--- src/rtl/channel_state_estimator_if.sv ---
// Sample stream into the channel estimator plus its registered status outputs.
// in_valid alone qualifies a transfer: there is no ready, so every edge with in_valid=1 consumes err_bit.
interface channel_state_estimator_if;
  logic        in_valid;
  logic        err_bit;
  logic        est_state;
  logic [6:0]  win_err_count;
  logic [7:0]  burst_len;
  logic        burst_done;
  logic [15:0] total_errs;

  modport master (
    output in_valid,
    output err_bit,
    input  est_state,
    input  win_err_count,
    input  burst_len,
    input  burst_done,
    input  total_errs
  );

  modport slave (
    input  in_valid,
    input  err_bit,
    output est_state,
    output win_err_count,
    output burst_len,
    output burst_done,
    output total_errs
  );
endinterface

--- src/rtl/channel_state_estimator.sv ---
// Estimates GOOD/BAD channel state from a sliding window of observed bit errors,
// with hysteresis, burst-length measurement and a saturating total error count.
module channel_state_estimator #(
  parameter int WINDOW      = 16,
  parameter int BAD_THRESH  = 4,
  parameter int GOOD_THRESH = 1
) (
  input  logic                      clk,
  input  logic                      reset,
  channel_state_estimator_if.slave  bus
);

  typedef enum logic {
    ST_GOOD = 1'b0,
    ST_BAD  = 1'b1
  } state_e;

  localparam logic [6:0] BAD_T  = 7'(BAD_THRESH);
  localparam logic [6:0] GOOD_T = 7'(GOOD_THRESH);

  state_e              state_q;
  logic [WINDOW-1:0]   win_q;
  logic [WINDOW-1:0]   win_d;
  logic [6:0]          cnt_q;
  logic [6:0]          cnt_d;
  logic [7:0]          burst_cnt_q;
  logic [7:0]          burst_len_q;
  logic                burst_done_q;
  logic [15:0]         total_q;
  logic [15:0]         total_d;
  logic                accept;

  assign accept = bus.in_valid;

  // Bit WINDOW-1 is the oldest sample; it leaves the count as the new bit enters.
  always_comb begin
    win_d   = win_q;
    cnt_d   = cnt_q;
    total_d = total_q;
    if (accept) begin
      for (int i = WINDOW - 1; i > 0; i--) begin
        win_d[i] = win_q[i-1];
      end
      win_d[0] = bus.err_bit;
      cnt_d    = cnt_q + {6'd0, bus.err_bit} - {6'd0, win_q[WINDOW-1]};
      if (bus.err_bit && (total_q != 16'hFFFF)) begin
        total_d = total_q + 16'd1;
      end
    end
  end

  // The FSM decides on the post-update count so the state tracks the sample just taken.
  always_ff @(posedge clk) begin
    if (reset) begin
      state_q      <= ST_GOOD;
      win_q        <= '0;
      cnt_q        <= '0;
      burst_cnt_q  <= '0;
      burst_len_q  <= '0;
      burst_done_q <= 1'b0;
      total_q      <= '0;
    end else begin
      win_q        <= win_d;
      cnt_q        <= cnt_d;
      total_q      <= total_d;
      burst_done_q <= 1'b0;
      if (accept) begin
        case (state_q)
          ST_GOOD: begin
            if (cnt_d >= BAD_T) begin
              state_q     <= ST_BAD;
              burst_cnt_q <= 8'd1;
            end
          end
          ST_BAD: begin
            if (cnt_d <= GOOD_T) begin
              state_q      <= ST_GOOD;
              burst_len_q  <= burst_cnt_q;
              burst_done_q <= 1'b1;
              burst_cnt_q  <= '0;
            end else if (burst_cnt_q != 8'hFF) begin
              burst_cnt_q <= burst_cnt_q + 8'd1;
            end
          end
          default: state_q <= ST_GOOD;
        endcase
      end
    end
  end

  assign bus.est_state     = state_q;
  assign bus.win_err_count = cnt_q;
  assign bus.burst_len     = burst_len_q;
  assign bus.burst_done    = burst_done_q;
  assign bus.total_errs    = total_q;

endmodule

--- src/flat_wrapper.sv ---
// flat-port wrapper written by rule: the top's interface ports become plain ports
module channel_state_estimator_flat 
#(
  parameter int WINDOW      = 16,
  parameter int BAD_THRESH  = 4,
  parameter int GOOD_THRESH = 1
)
  (clk, reset, bus_in_valid, bus_err_bit, bus_est_state, bus_win_err_count, bus_burst_len, bus_burst_done, bus_total_errs);
  channel_state_estimator_if bus_i ();
  input  logic clk;
  input  logic reset;
  input wire logic [$bits(bus_i.in_valid)-1:0] bus_in_valid;
  input wire logic [$bits(bus_i.err_bit)-1:0] bus_err_bit;
  output wire logic [$bits(bus_i.est_state)-1:0] bus_est_state;
  output wire logic [$bits(bus_i.win_err_count)-1:0] bus_win_err_count;
  output wire logic [$bits(bus_i.burst_len)-1:0] bus_burst_len;
  output wire logic [$bits(bus_i.burst_done)-1:0] bus_burst_done;
  output wire logic [$bits(bus_i.total_errs)-1:0] bus_total_errs;
  assign bus_i.in_valid = bus_in_valid;
  assign bus_i.err_bit = bus_err_bit;
  assign bus_est_state = bus_i.est_state;
  assign bus_win_err_count = bus_i.win_err_count;
  assign bus_burst_len = bus_i.burst_len;
  assign bus_burst_done = bus_i.burst_done;
  assign bus_total_errs = bus_i.total_errs;
  channel_state_estimator #(.WINDOW(WINDOW), .BAD_THRESH(BAD_THRESH), .GOOD_THRESH(GOOD_THRESH)) u_core (.clk(clk), .reset(reset), .bus(bus_i));
endmodule
--- config.mk ---
export PLATFORM = sky130hd
export DESIGN_NAME = channel_state_estimator_flat
export DESIGN_NICKNAME = d
export VERILOG_FILES = /design/src/rtl/channel_state_estimator_if.sv /design/src/rtl/channel_state_estimator.sv /design/src/flat_wrapper.sv
export SDC_FILE = /design/constraint.sdc
export NUM_CORES = 1
export LEC_CHECK = 0
export ABC_AREA = 1
export ABC_CLOCK_PERIOD_IN_PS = 2700
export CAP_MARGIN = 20
export CELL_PAD_IN_SITES_DETAIL_PLACEMENT = 2
export CELL_PAD_IN_SITES_GLOBAL_PLACEMENT = 2
export CORE_UTILIZATION = 32
export CTS_BUF_LIST = sky130_fd_sc_hd__clkbuf_4 sky130_fd_sc_hd__clkbuf_8
export DETAILED_ROUTE_END_ITERATION = 10
export PLACE_DENSITY_LB_ADDON = 0.3
export SKIP_CTS_REPAIR_TIMING = 1
export SLEW_MARGIN = 10
export SYNTH_ARGS = -nofsm -noshare
export SYNTH_HDL_FRONTEND = slang
export SYNTH_SLANG_ARGS = --single-unit
export TNS_END_PERCENT = 30
--- constraint.sdc ---
create_clock -name clk -period 2.7 [get_ports clk]
set_input_delay 0.54 -clock clk [delete_from_list [all_inputs] [get_ports clk]]
set_output_delay 0.54 -clock clk [all_outputs]
set_load 0.03 [all_outputs]
==> impl_metrics.toml <==
[cts]
cts_sinks = 57
cts_tree = "yes"
cts_buffer_depth = 2
clk_pin_slew_ns = 0.07
clkLatencyLatePin_ns = 0.34
cts.htree.levels = 3
root_buffer = "clkbuf_8"
cts_buffers = 9

[global_route]
grt_max_degree = 39
gr-total-overflow = 0
grt_pass1_wl_mm = 14.3
grt.total_usage = 0.205
grt_pass1_vias = 2836
antenna_found_initial = 0

[finish]
multi_input_area_mm2 = 0.00148
antenna_cells = 0
final_cell_mix = "69 x nor2_1, 65 x nand2_1, 55 x inv_1, 55 x dfxtp_1, 35 x clkdlybuf4s50_1"
seq_area_mm2 = 0.00114
fin_nets = 468
final_common_cell = "nor2_1"
drive_above_1_share = 0.139
syn_to_final_growth_pct = 31.8
post-route-util = 0.445
fillers = 994

[sta]
period_share = 0.978
max-slew-margin-rel = 0.574
finalHoldViolCount = 0
rsz0062_at_grt = "yes"
skew_ns = 0.0107
layout_min_cycle_time_ns = 2.64
whs_ns = 0.469
clock.fmax_ghz = 0.379
slew_viol_final = 0
tightest_slew_ns = 0.632
setup_violations = 0

[job]
maxCapViolations = 0

[run_status]
status = "finished clean"

[routing]
wl_met1_mm = 4.02
detail_route.first_pass.iterations = 4
vias = 2875
drt-total-wl_mm = 9.20
vias_per_cell = 5.10
route.top_layer_used = "met4"
drtIter0Drc = 63
dr_wl_met2_mm = 4.75
met3WireLength_um = 228
wl_per_cell_um = 16.3
antenna_left = 0
drc = 0

[floorplanning]
rows = 33
core_area_mm2 = 0.00838
die_w_um = 96.0
die_y_um = 96.0
fp.dieArea_mm2 = 0.00922
io_pins = 37
initial_core_util = 0.338

[logic_synthesis]
synthMuxAreaShare = 0
netlist_instances = 401
ys_seq_area_frac = 0.403
syn-num-nets = 415
syn_area_mm2 = 0.00283
synth_top_family_by_area = "simple AND/OR/NAND/NOR gates"
synthAdderAreaFrac = 0.0469
synth-compound-area-share = 0.121
synth_area_leaders = "dfxtp_1 40%, nor2_1 9.2%, nand2_1 9.0%, inv_1 8.0%, o21ai_0 5.1%"
synth_area_per_cell_um2 = 7.05
yosys.cell_types.count = 33
synth_area_leader_cell = "dfxtp_1"
synthSimpleGateAreaFrac = 0.307
synth_xor_area_frac = 0.0217
yosysWarningCount = 0
synth-seq-cells = 57
synth_top_area_frac = 0.403

[critical_path]
critPathArrivalTime_ns = 2.88
worst_r2r_path_depth = 20
startpoint = "u_core.bus.win_err_count[0]$_SDFF_PP0_"
endpoint = "u_core.burst_cnt_q[7]$_SDFFE_PP0P_"
critical_path_class = "flop to flop"
end_kind = "flop"
reg2reg_from = "u_core.bus.win_err_count[0]$_SDFF_PP0_"
reg2reg_to = "u_core.burst_cnt_q[7]$_SDFFE_PP0P_"
crit_path_start_kind = "flop"
ff2ff_setup_slack_ns = 0.06
crit_path_max_fanout = 7
required_ns = 2.94

[worst_hold_path]
hold_class = "flop to flop"

[placed_design]
io_buffers = 36
hpwlAfterDp_mm = 5.79
gp_congestion = 0.758

[pwr]
peakVddDrop_uv = 240
power.density_mw_per_mm2 = 697
power_uw = 2600
leakagePower_uw = 0.00155
## worst min-delay path by stage
stage,slack [ns],end,cells past startpoint,from
6_report,0.47,u_core.bus.burst_len[4]$_SDFFE_PP0P_,2,u_core.bus.burst_len[4]$_SDFFE_PP0P_
4_1_cts,0.47,u_core.win_q[0]$_SDFFE_PP0P_,2,u_core.win_q[0]$_SDFFE_PP0P_
3_3_place_gp,0.45,u_core.bus.burst_len[4]$_SDFFE_PP0P_,2,u_core.bus.burst_len[4]$_SDFFE_PP0P_
5_1_grt,0.50,u_core.bus.burst_len[4]$_SDFFE_PP0P_,2,u_core.bus.burst_len[4]$_SDFFE_PP0P_
2_1_floorplan,0.44,u_core.win_q[0]$_SDFFE_PP0P_,2,u_core.win_q[0]$_SDFFE_PP0P_
3_5_place_dp,0.46,u_core.bus.burst_len[3]$_SDFFE_PP0P_,2,u_core.bus.burst_len[3]$_SDFFE_PP0P_
## layout make-up
type / count / share of cell area
inverter: 62 / 0.0638
sequential: 57 / 0.307
clock inverter: 5 / 0.0275
multi-input combinational: 273 / 0.396
tap: 105 / 0.0352
timing repair buffer: 51 / 0.132
clock buffer: 11 / 0.0389
## routing by layer
metal,track usage,up-vias
li1,-,1386
met1,0.245,1415
met2,0.363,57
met3,0.0411,17
met4,0.0672,0
met5,0,-
## sequential cells by signal (all words and copies together), names as in the netlist
register,cells
u_core.burst_cnt_q,8
u_core.bus.burst_done,1
u_core.bus.burst_len,8
u_core.bus.est_state,1
u_core.bus.total_errs,16
u_core.bus.win_err_count,7
u_core.win_q,16
## synth_stat cells
master	instances
ha_1	9
nand2_4	2
a21oi_1	22
nand3_1	28
fa_1	1
nor2_2	1
a31oi_1	1
nand2_2	5
o21ai_4	1
buf_4	2
dfxtp_1	57
inv_2	2
o21a_1	1
xor2_1	6
nor3b_1	1
nor2_1	69
nand3_2	1
nand2_1	68
nor2_4	1
o31ai_1	1
inv_1	60
nand3b_1	1
xnor2_1	1
nor4_1	2
nand4_4	1
nand4_1	2
nor3_1	7
o22ai_1	8
nand3_4	2
buf_1	1
o21ai_0	29
buf_2	2
clkbuf_1	6
## stage by stage
stage / TNS (ns) / worst slack, ns / instances / cell area [um2]
after CTS: -1.63 / -0.143 / 558 / 3610
after floorplan: 0 / 0.0163 / 401 / 2830
final: 0 / 0.0598 / 564 / 3730
after global placement: -3.84 / -0.231 / 542 / 3360
after global routing: -0.695 / -0.111 / 564 / 3730
after detailed placement: -6.06 / -0.385 / 542 / 3360
## critical path: stages (launching register included)
cell     delay, ns
dfxtp_2       0.34
inv_2         0.05
ha_4          0.22
inv_4         0.06
ha_4          0.14
inv_2         0.04
fa_2          0.37
inv_2         0.10
nand3_4       0.07
nand2_2       0.08
nand2_2       0.06
nand3_2       0.08
nand2_2       0.07
nor2_4        0.13
nand4_4       0.21
nand3_4       0.22
nand2_4       0.10
inv_2         0.06
nand2_1       0.04
nand2_1       0.07
inv_1         0.04
## cells by family (layout without fill, tap and decap cells)
logic type                 after synthesis  after routing
and+or+nand+nor                        191            192
buffers and inverters                   73            129
AOI/OAI and AO/OA                       63             64
DFF                                     57             57
adders and majority gates               10             10
xor gates and xnor gates                 7              7
## power by group
group          internal (uW)  switching (uW)  total, uW  leakage (uW)
logic                    232             395        627      0.000965
clock network            648             378       1030      0.000123
registers                892            54.0        947      0.000467
total                   1770             826       2600       0.00155
Power figures use the tool's default switching activity.
==> RTL change: new RTL, same flow settings <==
`WINDOW` is set to 16 in 2 places; all go to 17.
--- a/src/rtl/channel_state_estimator.sv
+++ b/src/rtl/channel_state_estimator.sv
@@ -2,5 +2,5 @@
 // with hysteresis, burst-length measurement and a saturating total error count.
 module channel_state_estimator #(
-  parameter int WINDOW      = 16,
+  parameter int WINDOW      = 17,
   parameter int BAD_THRESH  = 4,
   parameter int GOOD_THRESH = 1
--- a/src/flat_wrapper.sv
+++ b/src/flat_wrapper.sv
@@ -2,5 +2,5 @@
 module channel_state_estimator_flat 
 #(
-  parameter int WINDOW      = 16,
+  parameter int WINDOW      = 17,
   parameter int BAD_THRESH  = 4,
   parameter int GOOD_THRESH = 1
Behaviour: same outputs for any inputs over 10 cycles, from zero or initial values and one cycle with reset high; that may be too few to reach the edited logic, so the function may still have changed.
==> RTL change against the unedited design <==
Setup slack worse by 66 ps; maximum frequency decreased by 2.4%; area after synthesis increased by 0.80%; the flow now finishes with violations (negative setup slack); sequential cell count rose by 1; wire length rose by 9.5%; hold slack improved by 11 ps; highest routed layer unchanged; critical path depth fell by 1; design area down 0.27%; power decreased by 7.0%.
==> RTL change: results (changes against the unedited design) <==
.. list-table::
   :header-rows: 1

   * - Metric
     - Value
   * - Outcome
     - finished with violations
   * - Violated checks
     - negative setup slack
   * - Clock input transition at the sequential cells of the worst setup and hold paths
     - 90 ps (+20 ps)
   * - Number of global-route vias before repair
     - 3041 (+7.2%)
   * - Wire length of the first global-routing pass
     - 14.6 mm (+2.2%)
   * - Cell variety after synth
     - 30 (-9.1%)
   * - Syn Nets
     - 426 (+2.7%)
   * - Nets
     - 478 (+2.1%)
   * - Post-DR vias/cell
     - 5.09 (-0.18%)
   * - Fin cells
     - 577 (+2.3%)
   * - Final Setup Violations
     - 1 (+1)
   * - Setup Slack @ Placement
     - -478 ps (-93.2 ps)
   * - Path depth of the worst reg2reg path
     - 19 (-5.0%)
   * - Sw Pwr
     - 0.000866 W (+4.8%)
   * - VDD IR-drop max
     - 0.190 mV (-21%)
   * - Maximum number of pins on one net before global-route repair
     - 46 (+18%)
   * - Worst max-slew margin expressed relative to the limit
     - 0.693 (+0.119)
   * - Leading post-synthesis cells by instance count
     - nand2_1, nor2_1, dfxtp_1, inv_1, nand3_1
   * - Layout cells sized above 1
     - 0.139 (-0.000841)
   * - GPL Wtd Cong
     - 0.799 (+5.4%)
   * - Least setup slack across all paths after layout
     - -6.44 ps (-66.3 ps)
   * - Number of cells in the design after placement
     - 555 (+2.4%)
   * - Static leakage
     - 1.56 nW (+0.24%)
   * - Mean cell area of the mapped netlist
     - 6.92 µm² (-1.9%)
   * - Top fanout value on the critical path
     - 9 (+2)
   * - Number of DRC violations after detailed-routing iteration 0
     - 101 (+60%)
   * - Data arrival time at the worst-slack endpoint
     - 2990 ps (+110 ps)
   * - Number of fill cells
     - 1019 (+2.5%)
   * - Detail-routed net length per standard cell
     - 17.5 µm (+7.1%)
   * - Largest cells by area after synthesis
     - dfxtp_1, nand2_1, nor2_1
   * - Sequential cell area fraction in the yosys report
     - 0.407 (+0.00383)
   * - Clk_lat worst skew
     - 360 ps (+20 ps)
==> RTL change: changes by cell type in the layout (fill, tap and decap cells not counted), moves of 3 or more <==
cell and change:
nand2_1 +21, o22ai_1 -8, nand3_1 +4, nand3_2 +3, inv_1 -15
==> RTL change: worst paths after layout <==
check | endpoint | start
hold reg to reg | u_core.bus.burst_len[3]$_SDFFE_PP0P_ | u_core.burst_cnt_q[3]$_SDFFE_PP0P_
setup reg to reg | u_core.burst_cnt_q[0]$_SDFFE_PP0P_ | u_core.bus.win_err_count[0]$_SDFF_PP0_
setup / recovery | u_core.burst_cnt_q[0]$_SDFFE_PP0P_ | u_core.bus.win_err_count[0]$_SDFF_PP0_
hold / removal | u_core.bus.burst_len[3]$_SDFFE_PP0P_ | u_core.burst_cnt_q[3]$_SDFFE_PP0P_
==> RTL change: cells by family (layout without fill, tap and decap cells) <==
group,after synthesis,count (layout),share of synthesized area
AO/OA/AOI/OAI,55,55,0.0974
XOR/XNOR,7,7,0.0215
adder cells (fa/ha/maj),10,10,0.0465
buffers and inverters,61,115,0.0821
flip-flops,58,58,0.407
AND/OR/NAND/NOR,221,224,0.345
==> RTL change: power by group through the flow <==
stage / Combinational, W / Sequential (W) / Clock (W)
final: 0.000595 / 0.000959 / 0.000861
after global routing: 0.000660 / 0.000967 / 0.000903
after CTS: 0.000536 / 0.000955 / 0.000873
after detailed placement: 0.000526 / 0.000974 / 0
after global placement: 0.000494 / 0.000971 / 0
after floorplan: 0.000328 / 0.000999 / 0
==> RTL change: worst min-delay path, delay by kind of cell, from the launching register on <==
family	cells	cell delay (ps)
DFF	1	330
and+or+nand+nor	2	110
==> RTL change: stage by stage <==
stage,cell area [µm²],util,TNS [ps],hold slack [ps]
after floorplan,2850,-,0,419
after global placement,3380,0.389,-4300,440
after detailed placement,3380,0.389,-7160,450
after CTS,3580,0.413,-3000,456
after global routing,3720,0.428,-1670,490
final,3720,0.428,-6.44,480
==> RTL change: layer usage <==
| layer | GRT usage | vias up | routed length (µm) |
|---|---|---|---|
| li1 | - | 1429 | - |
| met1 | 0.255 | 1454 | 4520 |
| met2 | 0.358 | 37 | 5230 |
| met3 | 0.0360 | 16 | 193 |
| met4 | 0.0931 | 0 | 139 |
| met5 | 0 | - | 0 |
==> RTL change: layout make-up <==
| class | instances | area (µm²) | share of cell area |
|---|---|---|---|
| clock buffer | 9 | 124 | 0.0333 |
| tap | 108 | 135 | 0.0363 |
| multi-input combinational | 296 | 1560 | 0.420 |
| timing repair buffer | 50 | 468 | 0.126 |
| sequential | 58 | 1160 | 0.313 |
| inverter | 49 | 189 | 0.0508 |
| clock inverter | 7 | 78.8 | 0.0212 |
